[config.mk]
export PLATFORM = sky130hd
export DESIGN_NAME = hdb_n_decoder_flat
export DESIGN_NICKNAME = d
export VERILOG_FILES = /design/src/rtl/hdb_n_decoder_pkg.sv /design/src/rtl/hdb_n_decoder_if.sv /design/src/rtl/hdb_sym_classify.sv /design/src/rtl/hdb_n_decoder.sv /design/src/flat_wrapper.sv
export SDC_FILE = /design/constraint.sdc
export NUM_CORES = 1
export LEC_CHECK = 0
export BUFFER_PORTS_ARGS = -buffer_cell sky130_fd_sc_hd__buf_4
export CAP_MARGIN = 20
export CORE_UTILIZATION = 52
export CTS_CLUSTER_DIAMETER = 40
export CTS_CLUSTER_SIZE = 24
export DETAILED_ROUTE_END_ITERATION = 7
export GPL_TIMING_DRIVEN = 0
export HOLD_SLACK_MARGIN = 0.02
export PLACE_DENSITY = 0.85
export SLEW_MARGIN = 20
export SYNTH_ARGS = -nofsm -noshare
export SYNTH_HDL_FRONTEND = slang
export SYNTH_SLANG_ARGS = --single-unit
export TNS_END_PERCENT = 100
[constraint.sdc]
create_clock -name clk -period 2.1 [get_ports clk]
set_clock_uncertainty 0.1 [all_clocks]
set_input_delay 0.315 -clock clk [delete_from_list [all_inputs] [get_ports clk]]
set_output_delay 0.315 -clock clk [all_outputs]
set_load 0.02 [all_outputs]
[src/rtl/hdb_n_decoder_pkg.sv]
// rtl/hdb_n_decoder_pkg.sv - line symbol encodings and symbol classes for the HDB-N receive path
package hdb_n_decoder_pkg;

    localparam logic [1:0] SYM_ZERO = 2'b00;
    localparam logic [1:0] SYM_POS  = 2'b01;
    localparam logic [1:0] SYM_NEG  = 2'b10;
    localparam logic [1:0] SYM_V    = 2'b11;

    typedef enum logic [1:0] {
        ZERO,
        MARK,
        VIOL,
        ILLEGAL
    } sym_class_e;

    // Polarity bit of a mark: 0 = positive, 1 = negative.
    function automatic logic sym_pol(input logic [1:0] sym);
        return sym == SYM_NEG;
    endfunction

endpackage

[src/rtl/hdb_n_decoder_if.sv]
// rtl/hdb_n_decoder_if.sv - symbol input / decoded output bundle of the HDB-N decoder
interface hdb_n_decoder_if #(
    parameter int ERR_W = 8
) ();
    logic             in_valid;
    logic [1:0]       data_in;
    logic             err_clr;
    logic             out_valid;
    logic             data_out;
    logic             code_err;
    logic [ERR_W-1:0] err_cnt;

    modport master (
        output in_valid, data_in, err_clr,
        input  out_valid, data_out, code_err, err_cnt
    );

    modport slave (
        input  in_valid, data_in, err_clr,
        output out_valid, data_out, code_err, err_cnt
    );
endinterface

[src/rtl/hdb_sym_classify.sv]
// rtl/hdb_sym_classify.sv - combinational classification of one line symbol against the last mark polarity
module hdb_sym_classify
    import hdb_n_decoder_pkg::*;
#(
    parameter bit LEGACY_V = 1'b0
) (
    input  logic [1:0] sym_i,
    input  logic       last_pol_i,
    input  logic       have_pol_i,
    output sym_class_e cls_o,
    output logic       pol_o,
    output logic       polarised_o
);

    always_comb begin
        cls_o       = ZERO;
        pol_o       = sym_pol(sym_i);
        polarised_o = 1'b0;
        case (sym_i)
            SYM_ZERO: cls_o = ZERO;
            SYM_POS, SYM_NEG: begin
                polarised_o = 1'b1;
                cls_o       = (have_pol_i && (pol_o == last_pol_i)) ? VIOL : MARK;
            end
            SYM_V:    cls_o = LEGACY_V ? VIOL : ILLEGAL;
        endcase
    end

endmodule

[src/rtl/hdb_n_decoder.sv]
// rtl/hdb_n_decoder.sv - HDB-N decoder: V detection, substitution removal, code-violation flagging and counting
module hdb_n_decoder
    import hdb_n_decoder_pkg::*;
#(
    parameter int N        = 4,
    parameter bit LEGACY_V = 1'b0,
    parameter int ERR_W    = 8
) (
    input logic             clk,
    input logic             rst,
    hdb_n_decoder_if.slave  bus
);

    localparam int              CW  = $clog2(N + 1);
    localparam logic [CW-1:0]   N_C = CW'(N);

    logic [N-1:0]     dl_q, dl_d;
    logic             last_pol_q, have_pol_q, last_vpol_q, have_vpol_q;
    logic [CW-1:0]    zrun_q, zrun_d;
    logic [CW-1:0]    prime_q;
    logic             out_valid_q, data_out_q, code_err_q;
    logic [ERR_W-1:0] err_cnt_q;

    sym_class_e       cls;
    logic             pol, polarised;
    logic             is_zero, is_v, push, err;

    hdb_sym_classify #(
        .LEGACY_V (LEGACY_V)
    ) u_classify (
        .sym_i       (bus.data_in),
        .last_pol_i  (last_pol_q),
        .have_pol_i  (have_pol_q),
        .cls_o       (cls),
        .pol_o       (pol),
        .polarised_o (polarised)
    );

    always_comb begin
        is_zero = (cls == ZERO) || (cls == ILLEGAL);
        is_v    = (cls == VIOL);
        push    = (cls == MARK);
        // A V pushes 0 and wipes the N-1 older samples, so the whole line ends up zero.
        dl_d    = is_v ? '0 : {dl_q[N-2:0], push};
        zrun_d  = '0;
        if (is_zero) begin
            zrun_d = (zrun_q == N_C) ? zrun_q : zrun_q + 1'b1;
        end
        err = (cls == ILLEGAL)
            || (is_zero && (zrun_q == N_C - 1'b1))
            || (is_v && polarised && have_vpol_q && (pol == last_vpol_q));
    end

    always_ff @(posedge clk) begin
        if (rst) begin
            dl_q        <= '0;
            last_pol_q  <= 1'b0;
            have_pol_q  <= 1'b0;
            last_vpol_q <= 1'b0;
            have_vpol_q <= 1'b0;
            zrun_q      <= '0;
            prime_q     <= '0;
            out_valid_q <= 1'b0;
            data_out_q  <= 1'b0;
            code_err_q  <= 1'b0;
            err_cnt_q   <= '0;
        end else begin
            out_valid_q <= 1'b0;
            code_err_q  <= 1'b0;
            if (bus.in_valid) begin
                dl_q        <= dl_d;
                data_out_q  <= dl_q[N-1];
                out_valid_q <= (prime_q == N_C);
                if (prime_q != N_C) begin
                    prime_q <= prime_q + 1'b1;
                end
                zrun_q     <= zrun_d;
                code_err_q <= err;
                if (polarised) begin
                    last_pol_q <= pol;
                    have_pol_q <= 1'b1;
                    if (is_v) begin
                        last_vpol_q <= pol;
                        have_vpol_q <= 1'b1;
                    end
                end
            end
            if (bus.err_clr) begin
                err_cnt_q <= '0;
            end else if (bus.in_valid && err && (err_cnt_q != '1)) begin
                err_cnt_q <= err_cnt_q + 1'b1;
            end
        end
    end

    assign bus.out_valid = out_valid_q;
    assign bus.data_out  = data_out_q;
    assign bus.code_err  = code_err_q;
    assign bus.err_cnt   = err_cnt_q;

endmodule

[src/flat_wrapper.sv]
// flat-port wrapper written by rule: the top's interface ports become plain ports
module hdb_n_decoder_flat import hdb_n_decoder_pkg::*;
#(
    parameter int N        = 4,
    parameter bit LEGACY_V = 1'b0,
    parameter int ERR_W    = 8
)
  (clk, rst, bus_in_valid, bus_data_in, bus_err_clr, bus_out_valid, bus_data_out, bus_code_err, bus_err_cnt);
  hdb_n_decoder_if #(.ERR_W(ERR_W)) bus_i ();
  input logic clk;
  input logic rst;
  input wire logic [$bits(bus_i.in_valid)-1:0] bus_in_valid;
  input wire logic [$bits(bus_i.data_in)-1:0] bus_data_in;
  input wire logic [$bits(bus_i.err_clr)-1:0] bus_err_clr;
  output wire logic [$bits(bus_i.out_valid)-1:0] bus_out_valid;
  output wire logic [$bits(bus_i.data_out)-1:0] bus_data_out;
  output wire logic [$bits(bus_i.code_err)-1:0] bus_code_err;
  output wire logic [$bits(bus_i.err_cnt)-1:0] bus_err_cnt;
  assign bus_i.in_valid = bus_in_valid;
  assign bus_i.data_in = bus_data_in;
  assign bus_i.err_clr = bus_err_clr;
  assign bus_out_valid = bus_i.out_valid;
  assign bus_data_out = bus_i.data_out;
  assign bus_code_err = bus_i.code_err;
  assign bus_err_cnt = bus_i.err_cnt;
  hdb_n_decoder #(.N(N), .LEGACY_V(LEGACY_V), .ERR_W(ERR_W)) u_core (.clk(clk), .rst(rst), .bus(bus_i));
endmodule
==> flow_summary.yaml <==
cells_and_area:
  finish.instance_area_mm2: 0.00148
  layout.area.seq_um2: 500
  syn_to_final_growth_pct: 14.1
  final_layout_size_suffix_gt1_frac: 0.180
  filler_cell_count: 179
  diodes: 0
  instances_no_fill: 189
  finalNetCount: 178
  multi_input_area_um2: 736
clock_tree:
  clock_insertion_delay_worst_skew_ns: 0.32
  post-cts-setup-buffers: 0
  cts_num_sinks: 25
  ctsHoldBuffers: 0
  clock_path_buffers: 2
  cts-root-buf: "sky130_fd_sc_hd__clkbuf_4"
  postCtsResizedCells: 0
  cts-buffers-inserted: 3
  worst_setup_hold_path_clk_slew_ns: 0.14
  cts_tree: "built"
  ctsHtreeMaxLevel: 1
logic_synthesis:
  synth_mux_area_frac: 0.0696
  syn-instance-count: 141
  synthAdderAreaFrac: 0.0967
  synth.top_cells.by_area: "sky130_fd_sc_hd__dfxtp_1 (39%), sky130_fd_sc_hd__ha_1 (9.7%), sky130_fd_sc_hd__mux2i_1 (7.0%)"
  post_synthesis_compound_gate_area_fraction: 0.168
  largest_family_of_logic_cells_by_synthesized_area: "simple AND/OR/NAND/NOR gates"
  netlist.area_leader.share: 0.387
  synthSimpleGateAreaFrac: 0.199
  synthesis.nets: 157
  post-synth-top-area-cell: "sky130_fd_sc_hd__dfxtp_1"
  synth-warning-count: 0
  yosys.area_share.xor_xnor: 0.0348
  synthesis.area_per_instance_um2: 9.18
  synth_cell_types: 35
  ys_ff_latch: 25
  seq_area_frac_synth: 0.387
  syn-cell-area_mm2: 0.00129
place:
  dp_worst_setup_slack_ns: -0.0925
  routabilityCongestion: 0.814
  placedInstanceArea_mm2: 0.00145
  port_buffers: 16
  hpwl_um: 1920
  dp_cells: 185
route:
  detail_route.drc_violations: 0
  avgRoutedWirePerCell_um: 13.5
  routed-via-count: 1063
  drt_iter0_drc: 33
  vias_per_cell: 5.62
  finalWirelength_um: 2550
  drt_first_pass_iters: 4
  route.antenna.remaining_nets: 0
hold_path:
  min_path_cells: 3
  worst_hold_path_type: "in -> reg"
pwr:
  ir_worst_vdd_v: 0.000484
  p_leak_uw: 0.000599
  total_power_divided_by_cell_area_mw_per_mm2: 554
  clkPwrFrac: 0.264
  switching_portion_of_total_power: 0.263
  power.net_switching_uw: 215
  cellInternalPower_uw: 602
  seq_power_share: 0.607
  final_total_pwr_uw: 817
  p_comb_frac: 0.129
floorplanning:
  chipHeight_um: 51.9
  placeableCoreArea_mm2: 0.00228
  floorplan.rows: 17
  die_x_um: 51.9
  initial_core_util: 0.568
  pin_count: 17
  floorplan.die_area_mm2: 0.00269
timing:
  worst-slew-pin-transition_ns: 0.638
  setup_viol: 0
  relSlewSlack: 0.573
  final_critical_path_setup_slack_ns: 0.232
  finalCriticalPeriod_ns: 1.87
  timing_max_transition_violations_final: 0
  fin_setup_tns_ns: 0
  hold_violations: 0
  period_share: 0.890
  max_freq_mhz: 535
  rsz0062_at_grt: "no"
critical_path:
  cp-end-kind: "register"
  rrSetupSlack_ns: 0.23
  cp_max_fo: 10
  critical_path.startpoint_type: "register"
  timing.critical_path.required_ns: 2.23
  worst_ep_arrival_time_ns: 2.00
  critical-path-top-cell-by-count: "sky130_fd_sc_hd__ha_1"
  reg2regPathDepth: 6
  crit_path_top_delay_cell: "sky130_fd_sc_hd__dfxtp_1"
  setup.worst_path.class: "reg -> reg"
  cp_cell_sequence: "ha_1, ha_1, and2b_2, o21ai_2, a2111oi_0, o211a_1"
  critical_path.max_stage_delay_ns: 0.36
global_route:
  globalRouteOverflowTotal: 0
  grt_pass1_vias: 976
  grt_max_degree: 15
  grt_antenna_before_repair: 0
  grt_use_total: 0.209
  grt_first_pass_wirelength_um: 4130
run_status:
  status: "completed"
run:
  max-cap-violations: 0
[synth_stat cells, drive strengths merged]
master,number
dfxtp,25
nor2,17
nand2,12
a21oi,11
inv,11
ha,10
mux2i,9
a22oi,5
nand3,4
o21ai,4
or3,4
nand4,3
xnor2,3
a2111o,2
a2111oi,2
clkbuf,2
nor3,2
o211a,2
a211oi,1
a21boi,1
a41oi,1
and2,1
and2b,1
and3,1
and4b,1
and4bb,1
buf,1
clkinv,1
nand2b,1
o32a,1
or2,1
[metrics by stage]
step	hold slack, ns	util
global placement	0.328	0.637
floorplan	0.321	-
CTS	0.160	0.649
finish	0.167	0.649
global route	0.174	0.649
detailed placement	0.344	0.637
[flip-flops by register name, summed over array words and instances, names as in the netlist]
name                  count
u_core.have_pol_q         1
u_core.have_vpol_q        1
u_core.bus.out_valid      1
u_core.dl_q               4
u_core.bus.err_cnt        8
u_core.bus.data_out       1
u_core.bus.code_err       1
u_core.last_pol_q         1
u_core.prime_q            3
u_core.zrun_q             3
u_core.last_vpol_q        1
[cells by family (layout without fill, tap and decap cells)]
logic type,after synthesis,in the layout
AOI/OAI and AO/OA,30,30
xor gates and xnor gates,3,3
adders and majority gates,10,10
buffers and inverters,15,35
DFF,25,25
muxes,9,9
and+or+nand+nor,49,49
[cell type report]
class | instances | area share
buffer | 3 | 0.00847
clock buffer | 3 | 0.0153
clock inverter | 1 | 0.00339
inverter | 12 | 0.0305
multi-input combinational | 101 | 0.498
sequential | 25 | 0.339
tap | 28 | 0.0237
timing repair buffer | 16 | 0.0814
[path summary, 6_finish.rpt]
kind | endpoint | startpoint
setup / recovery | u_core.bus.err_cnt[7]$_SDFFE_PP0P_ | u_core.zrun_q[1]$_SDFFE_PP0P_
hold / removal | u_core.bus.err_cnt[3]$_SDFFE_PP0P_ | rst
setup reg to reg | u_core.bus.err_cnt[7]$_SDFFE_PP0P_ | u_core.zrun_q[1]$_SDFFE_PP0P_
hold reg to reg | u_core.have_vpol_q$_SDFFE_PP0P_ | u_core.have_vpol_q$_SDFFE_PP0P_
[cell usage in the layout (no fill, tap or decap), types with 3 or more instances in the layout]
cell,Yosys,routed
sky130_fd_sc_hd__o21ai_0,3,3
sky130_fd_sc_hd__nor2_1,17,17
sky130_fd_sc_hd__buf_4,0,16
sky130_fd_sc_hd__a22oi_1,5,5
sky130_fd_sc_hd__nand3_1,4,4
sky130_fd_sc_hd__mux2i_1,9,9
sky130_fd_sc_hd__dfxtp_1,25,25
sky130_fd_sc_hd__or3_1,4,4
sky130_fd_sc_hd__nand2_1,12,12
sky130_fd_sc_hd__a21oi_1,11,11
sky130_fd_sc_hd__clkbuf_4,0,3
sky130_fd_sc_hd__ha_1,10,10
sky130_fd_sc_hd__inv_1,11,11
[critical path, delay by kind of cell (launching register included)]
family,cells,cell delay [ns]
compound gates,3,0.75
fa+ha+maj,2,0.37
flops,1,0.36
simple gates,1,0.19
[power by group through the flow]
| stage | Sequential, uW | Clock, uW | Combinational (uW) |
|---|---|---|---|
| 6_report | 496 | 216 | 106 |
| 5_1_grt | 497 | 238 | 118 |
| 4_1_cts | 496 | 219 | 106 |
| 3_5_place_dp | 506 | 0 | 105 |
| 3_3_place_gp | 506 | 0 | 98.8 |
| 2_1_floorplan | 506 | 0 | 74.1 |
[metal layers]
layer,GRT usage,wire (um)
met1,0.274,1210
met2,0.333,1220
met3,0.0351,85
met4,0.0946,29
met5,0,0
Power figures use the tool's default switching activity.
